`src/rtl/uart_sched_pkg.sv`:
```
// Shared definitions for the UART TX scheduler: drain FSM state encoding and
// the requester-ID width helper.
package uart_sched_pkg;

  typedef enum logic [1:0] {
    IDLE      = 2'd0,
    START     = 2'd1,
    WAIT_ACK  = 2'd2,
    WAIT_DONE = 2'd3
  } sched_state_e;

  function automatic int unsigned id_width(input int unsigned n);
    return (n <= 1) ? 1 : $clog2(n);
  endfunction

endpackage

```
`src/rtl/uart_tx_scheduler_rr_arbiter.sv`:
```
// Combinational round-robin arbiter: first request at or after ptr, wrapping
// modulo NREQ (NREQ need not be a power of two).
module rr_arbiter
  import uart_sched_pkg::*;
#(
  parameter int unsigned NREQ = 2
) (
  input  logic [NREQ-1:0]           req,
  input  logic [id_width(NREQ)-1:0] ptr,
  output logic [NREQ-1:0]           gnt,
  output logic [id_width(NREQ)-1:0] gnt_idx,
  output logic                      any_grant
);

  localparam int unsigned IDW = id_width(NREQ);

  logic [IDW:0] cand;

  always_comb begin
    gnt       = '0;
    gnt_idx   = '0;
    any_grant = 1'b0;
    cand      = '0;
    for (int unsigned k = 0; k < NREQ; k++) begin
      cand = {1'b0, ptr} + (IDW+1)'(k);
      if (cand >= (IDW+1)'(NREQ)) cand = cand - (IDW+1)'(NREQ);
      if (!any_grant && req[cand[IDW-1:0]]) begin
        any_grant             = 1'b1;
        gnt[cand[IDW-1:0]]    = 1'b1;
        gnt_idx               = cand[IDW-1:0];
      end
    end
  end

endmodule

```
`src/rtl/uart_tx_scheduler.sv`:
```
// Shares one UART transmitter between NREQ one-byte requesters with one-deep
// slots and a round-robin drain FSM. Optional start-ack timeout: UART_SCHED_TIMEOUT_EN.
module uart_tx_scheduler
  import uart_sched_pkg::*;
#(
  parameter int unsigned N         = 8,
  parameter int unsigned NREQ      = 2,
  parameter int unsigned TO_CYCLES = 1023
) (
  input  logic                      clk,
  input  logic                      reset_n,
  input  logic [NREQ-1:0]           req_valid,
  input  logic [NREQ*N-1:0]         req_data,
  output logic [NREQ-1:0]           req_busy,
  output logic [NREQ-1:0]           req_done,
  output logic                      uart_start,
  output logic [N-1:0]              uart_data,
  input  logic                      uart_busy,
  output logic                      ovf,
`ifdef UART_SCHED_TIMEOUT_EN
  output logic                      timeout_err,
`endif
  output logic [$clog2(NREQ)-1:0]   active_id
);

  localparam int unsigned IDW = id_width(NREQ);

  if (TO_CYCLES < 1 || TO_CYCLES > 2047) begin : g_to_range
    $error("TO_CYCLES must fit the 11-bit start-acknowledge counter");
  end

  sched_state_e              state_q, state_d;
  logic [NREQ-1:0]           slot_valid_q, slot_valid_d;
  logic [NREQ-1:0][N-1:0]    slot_data_q, slot_data_d;
  logic [IDW-1:0]            ptr_q, ptr_d;
  logic [IDW-1:0]            active_q, active_d;
  logic [N-1:0]              uart_data_q, uart_data_d;
  logic [NREQ-1:0]           done_q, done_d;
  logic                      ovf_q, ovf_d;
  logic [NREQ-1:0]           clr;
  logic                      finish;
  logic [NREQ-1:0]           gnt;
  logic [IDW-1:0]            gnt_idx;
  logic                      any_grant;
`ifdef UART_SCHED_TIMEOUT_EN
  localparam logic [10:0] TO_LAST = 11'(TO_CYCLES - 1);
  logic [10:0]               to_cnt_q, to_cnt_d;
  logic                      to_err_q, to_err_d;
`endif

  rr_arbiter #(.NREQ(NREQ)) u_arb (
    .req       (slot_valid_q),
    .ptr       (ptr_q),
    .gnt       (gnt),
    .gnt_idx   (gnt_idx),
    .any_grant (any_grant)
  );

  always_comb begin
    state_d      = state_q;
    ptr_d        = ptr_q;
    active_d     = active_q;
    uart_data_d  = uart_data_q;
    done_d       = '0;
    ovf_d        = ovf_q;
    slot_valid_d = slot_valid_q;
    slot_data_d  = slot_data_q;
    clr          = '0;
    finish       = 1'b0;
`ifdef UART_SCHED_TIMEOUT_EN
    to_cnt_d     = '0;
    to_err_d     = to_err_q;
`endif
    unique case (state_q)
      IDLE: begin
        if (any_grant && !uart_busy) begin
          active_d    = gnt_idx;
          uart_data_d = slot_data_q[gnt_idx];
          state_d     = START;
        end
      end
      START: state_d = WAIT_ACK;
      WAIT_ACK: begin
        if (uart_busy) begin
          state_d = WAIT_DONE;
`ifdef UART_SCHED_TIMEOUT_EN
        end else if (to_cnt_q == TO_LAST) begin
          finish   = 1'b1;
          to_err_d = 1'b1;
        end else begin
          to_cnt_d = to_cnt_q + 11'd1;
`endif
        end
      end
      WAIT_DONE: if (!uart_busy) finish = 1'b1;
      default: state_d = IDLE;
    endcase

    if (finish) begin
      clr[active_q]    = 1'b1;
      done_d[active_q] = 1'b1;
      ptr_d            = (active_q == IDW'(NREQ - 1)) ? '0 : active_q + IDW'(1);
      state_d          = IDLE;
    end

    // A slot freed this cycle accepts a new byte on the same edge without ovf.
    for (int unsigned i = 0; i < NREQ; i++) begin
      slot_valid_d[i] = slot_valid_q[i] & ~clr[i];
      if (req_valid[i]) begin
        if (slot_valid_d[i]) begin
          ovf_d = 1'b1;
        end else begin
          slot_valid_d[i] = 1'b1;
          slot_data_d[i]  = req_data[i*N +: N];
        end
      end
    end
  end

  always_ff @(posedge clk or negedge reset_n) begin
    if (!reset_n) begin
      state_q      <= IDLE;
      ptr_q        <= '0;
      active_q     <= '0;
      uart_data_q  <= '0;
      done_q       <= '0;
      ovf_q        <= 1'b0;
      slot_valid_q <= '0;
      slot_data_q  <= '0;
`ifdef UART_SCHED_TIMEOUT_EN
      to_cnt_q     <= '0;
      to_err_q     <= 1'b0;
`endif
    end else begin
      state_q      <= state_d;
      ptr_q        <= ptr_d;
      active_q     <= active_d;
      uart_data_q  <= uart_data_d;
      done_q       <= done_d;
      ovf_q        <= ovf_d;
      slot_valid_q <= slot_valid_d;
      slot_data_q  <= slot_data_d;
`ifdef UART_SCHED_TIMEOUT_EN
      to_cnt_q     <= to_cnt_d;
      to_err_q     <= to_err_d;
`endif
    end
  end

  assign req_busy   = slot_valid_q;
  assign req_done   = done_q;
  assign uart_start = (state_q == START);
  assign uart_data  = uart_data_q;
  assign ovf        = ovf_q;
  assign active_id  = active_q;
`ifdef UART_SCHED_TIMEOUT_EN
  assign timeout_err = to_err_q;
`endif

endmodule

```
`config.mk`:
```
export PLATFORM = sky130hd
export DESIGN_NAME = uart_tx_scheduler
export DESIGN_NICKNAME = d
export VERILOG_FILES = /design/src/rtl/uart_sched_pkg.sv /design/src/rtl/uart_tx_scheduler_rr_arbiter.sv /design/src/rtl/uart_tx_scheduler.sv
export SDC_FILE = /design/constraint.sdc
export NUM_CORES = 1
export LEC_CHECK = 0
export ABC_AREA = 0
export BUFFER_PORTS_ARGS = -buffer_cell sky130_fd_sc_hd__buf_4
export CAP_MARGIN = 0
export CORE_MARGIN = 5
export CORE_UTILIZATION = 30
export CTS_CLUSTER_DIAMETER = 80
export DETAILED_ROUTE_END_ITERATION = 8
export HOLD_SLACK_MARGIN = 0.15
export PLACE_DENSITY = 0.51
export SLEW_MARGIN = 20
export SYNTH_ARGS = -nofsm -noshare
export SYNTH_HDL_FRONTEND = slang
export SYNTH_HIERARCHICAL = 1
export SYNTH_SLANG_ARGS = --single-unit
```
`constraint.sdc`:
```
create_clock -name clk -period 1.4 [get_ports clk]
set_input_delay 0.07 -clock clk [delete_from_list [all_inputs] [get_ports clk]]
set_output_delay 0.07 -clock clk [all_outputs]
set_load 0.02 [all_outputs]
```
==> flow_summary.toml <==
[status]
status = "finished with violations"
violations = "setup timing"

[sta]
fin_crit_ps = 1500
setup_slack_ps = -104
tightest_slew_ps = 423
fin_skew_ps = 5.61
drv_slew = 0
hold_violations = 0
slew_headroom_pct = 71.8
fmax_mhz = 665
finalCritPeriodShare_pct = 107
setup-violations-final = 18
rsz0062_at_grt = "true"

[die]
die_x_um = 79.4
coreArea_mm2 = 0.00469
die_area_mm2 = 0.00631
io_pins = 36
die_height_um = 79.4
rows = 25
start_util_pct = 30.8

[cts]
clock-root-buffer = "clkbuf_8"
numCtsBuffers = 5
tritoncts = "done"
cts.sinks = 33
clock_latency_ps = 280
path_clk_slew_ps = 60
cts_htree_levels = 2
clockBufferDepth = 2

[placed_design]
dpl_worst_slack_ps = -133
gp_congestion = 0.699
dpl_cell_area_mm2 = 0.00191
numPortBuffers = 35
dp_cells = 206
place_hpwl_um = 2220

[global_route]
grt_pass1_wl_um = 5220
antenna_found_initial = 0
grt_pass1_vias = 1090
grt-ovfl-total = 0
grt_max_degree = 34
track_usage_pct = 10.9

[power_and_ir_drop]
power.density_mw_per_mm2 = 1960
p_leak_nw = 1.08
ir_drop_uv = 622

[critical_path]
critPathArrivalTime_ps = 1670
crit_fanout = 8
critical_path_class = "register to register"
cp_data_required_time_ps = 1560
startpoint_type = "register"
crit_path_end_kind = "register"

[layout]
finalNonFillerCells = 235
finalInstanceArea_mm2 = 0.00227
num-fill-cells = 418
fin_util_pct = 48.5
diodes = 0
drive_above_1_share_pct = 48.1
fin_nets = 206
area_growth_pct = 57.3

[synth]
synth_nets = 130
syn_area_mm2 = 0.00145
syn_avg_cell_area_um2 = 13.8
synth_cells = 105
yosysWarnings = 6

[flow_run]
cap_violations = 0

[drt]
route.vias.total = 1069
drt_wl_total_um = 3100
drc_errors = 0
drt_pass1_iterations = 3
avgRoutedWirePerCell_um = 13.2
vias_per_cell = 4.55
drt_iter0_drc = 52
ant_nets = 0

[worst_hold_path]
hold_class = "primary input to register"
==> power breakdown <==
group / internal, mW / switching, mW / total, mW / leakage (nW)
sequential: 1.38 / 0.257 / 1.64 / 0.393
clock: 0.390 / 0.316 / 0.705 / 0.0443
combinational: 1.21 / 0.894 / 2.11 / 0.642
total: 2.98 / 1.47 / 4.45 / 1.08
==> flip-flops by register name (all words and copies together), names as in the netlist <==
signal	flops
slot_data_q	16
uart_data	8
req_busy	2
req_done	2
state_q	2
active_id	1
ovf	1
ptr_q	1
==> cell usage in the layout, fill, tap and decap left out, drive strengths merged <==
master       instances
a21boi               2
a21o                 2
a31oi                1
buf                 51
clkbuf               7
dfrtp               33
dlygate4sd3         20
ha                   4
inv                  5
mux2                18
mux2i               10
nand2                9
nand2b               1
nand3b               3
nand4bb              1
nor3b                1
o211ai               1
o21ai                9
o21bai               1
or2                  1
or2b                 1
==> path summary, 6_finish.rpt <==
| check | endpoint | startpoint | depth (start not counted) | slack [ps] |
|---|---|---|---|---|
| hold / removal | req_done[1] | uart_busy | 4 | 220 |
| min in group asynchronous | slot_data_q[3] | reset_n | 2 | 270 |
| max in group asynchronous | req_busy[1] | reset_n | 2 | 820 |
| setup reg to reg | slot_data_q[3] | state_q[1] | 5 | -100 |
| setup / recovery | slot_data_q[3] | state_q[1] | 5 | -100 |
| hold reg to reg | uart_data[3] | uart_data[3] | 2 | 480 |
==> metal layers <==
| metal | track usage, % | up-vias | part of all wire (%) |
|---|---|---|---|
| met4 | 5.67 | 0 | 2.0 |
| met1 | 13.4 | 527 | 44 |
| met2 | 18.1 | 20 | 51 |
| met5 | 0 | - | 0 |
| met3 | 2.03 | 5 | 2.9 |
| li1 | - | 517 | - |
==> worst max-delay path, cell delays in order (launching register included) <==
cell and delay [ps]:
dfrtp_1 400, ha_2 220, nor3b_4 160, o21ai_4 150, buf_12 140, mux2_2 330
==> metrics by stage <==
stage | power [mW] | hold WS [ps] | TNS, ps
4_1_cts | 4.47 | 214 | -1700
6_report | 4.45 | 220 | -1410
3_3_place_gp | 3.54 | 38.1 | -1240
5_1_grt | 4.78 | 241 | -2540
3_5_place_dp | 3.60 | 42.9 | -1670
2_1_floorplan | 2.76 | -226 | -835
==> what timing repair did <==
action / 4_1_cts / 5_1_grt
hold buffers: 20 / 0
endpoints found under the setup margin: 25 / 27
setup buffers: 0 / 2
pin swaps: 4 / 2
hold endpoints to repair: 53 / 0
gates cloned: 0 / 0
resized for setup: 9 / 5
==> cell type report <==
cell class                      instances  area, µm²  share of cell area, %
Multi-Input combinational cell         65        632                   27.8
Tap cell                               54       67.6                   2.97
Clock buffer                            7       86.3                   3.80
Sequential cell                        33        827                   36.4
Timing Repair Buffer                   71        641                   28.2
Inverter                                5       21.3                  0.935
Power figures use the tool's default switching activity.
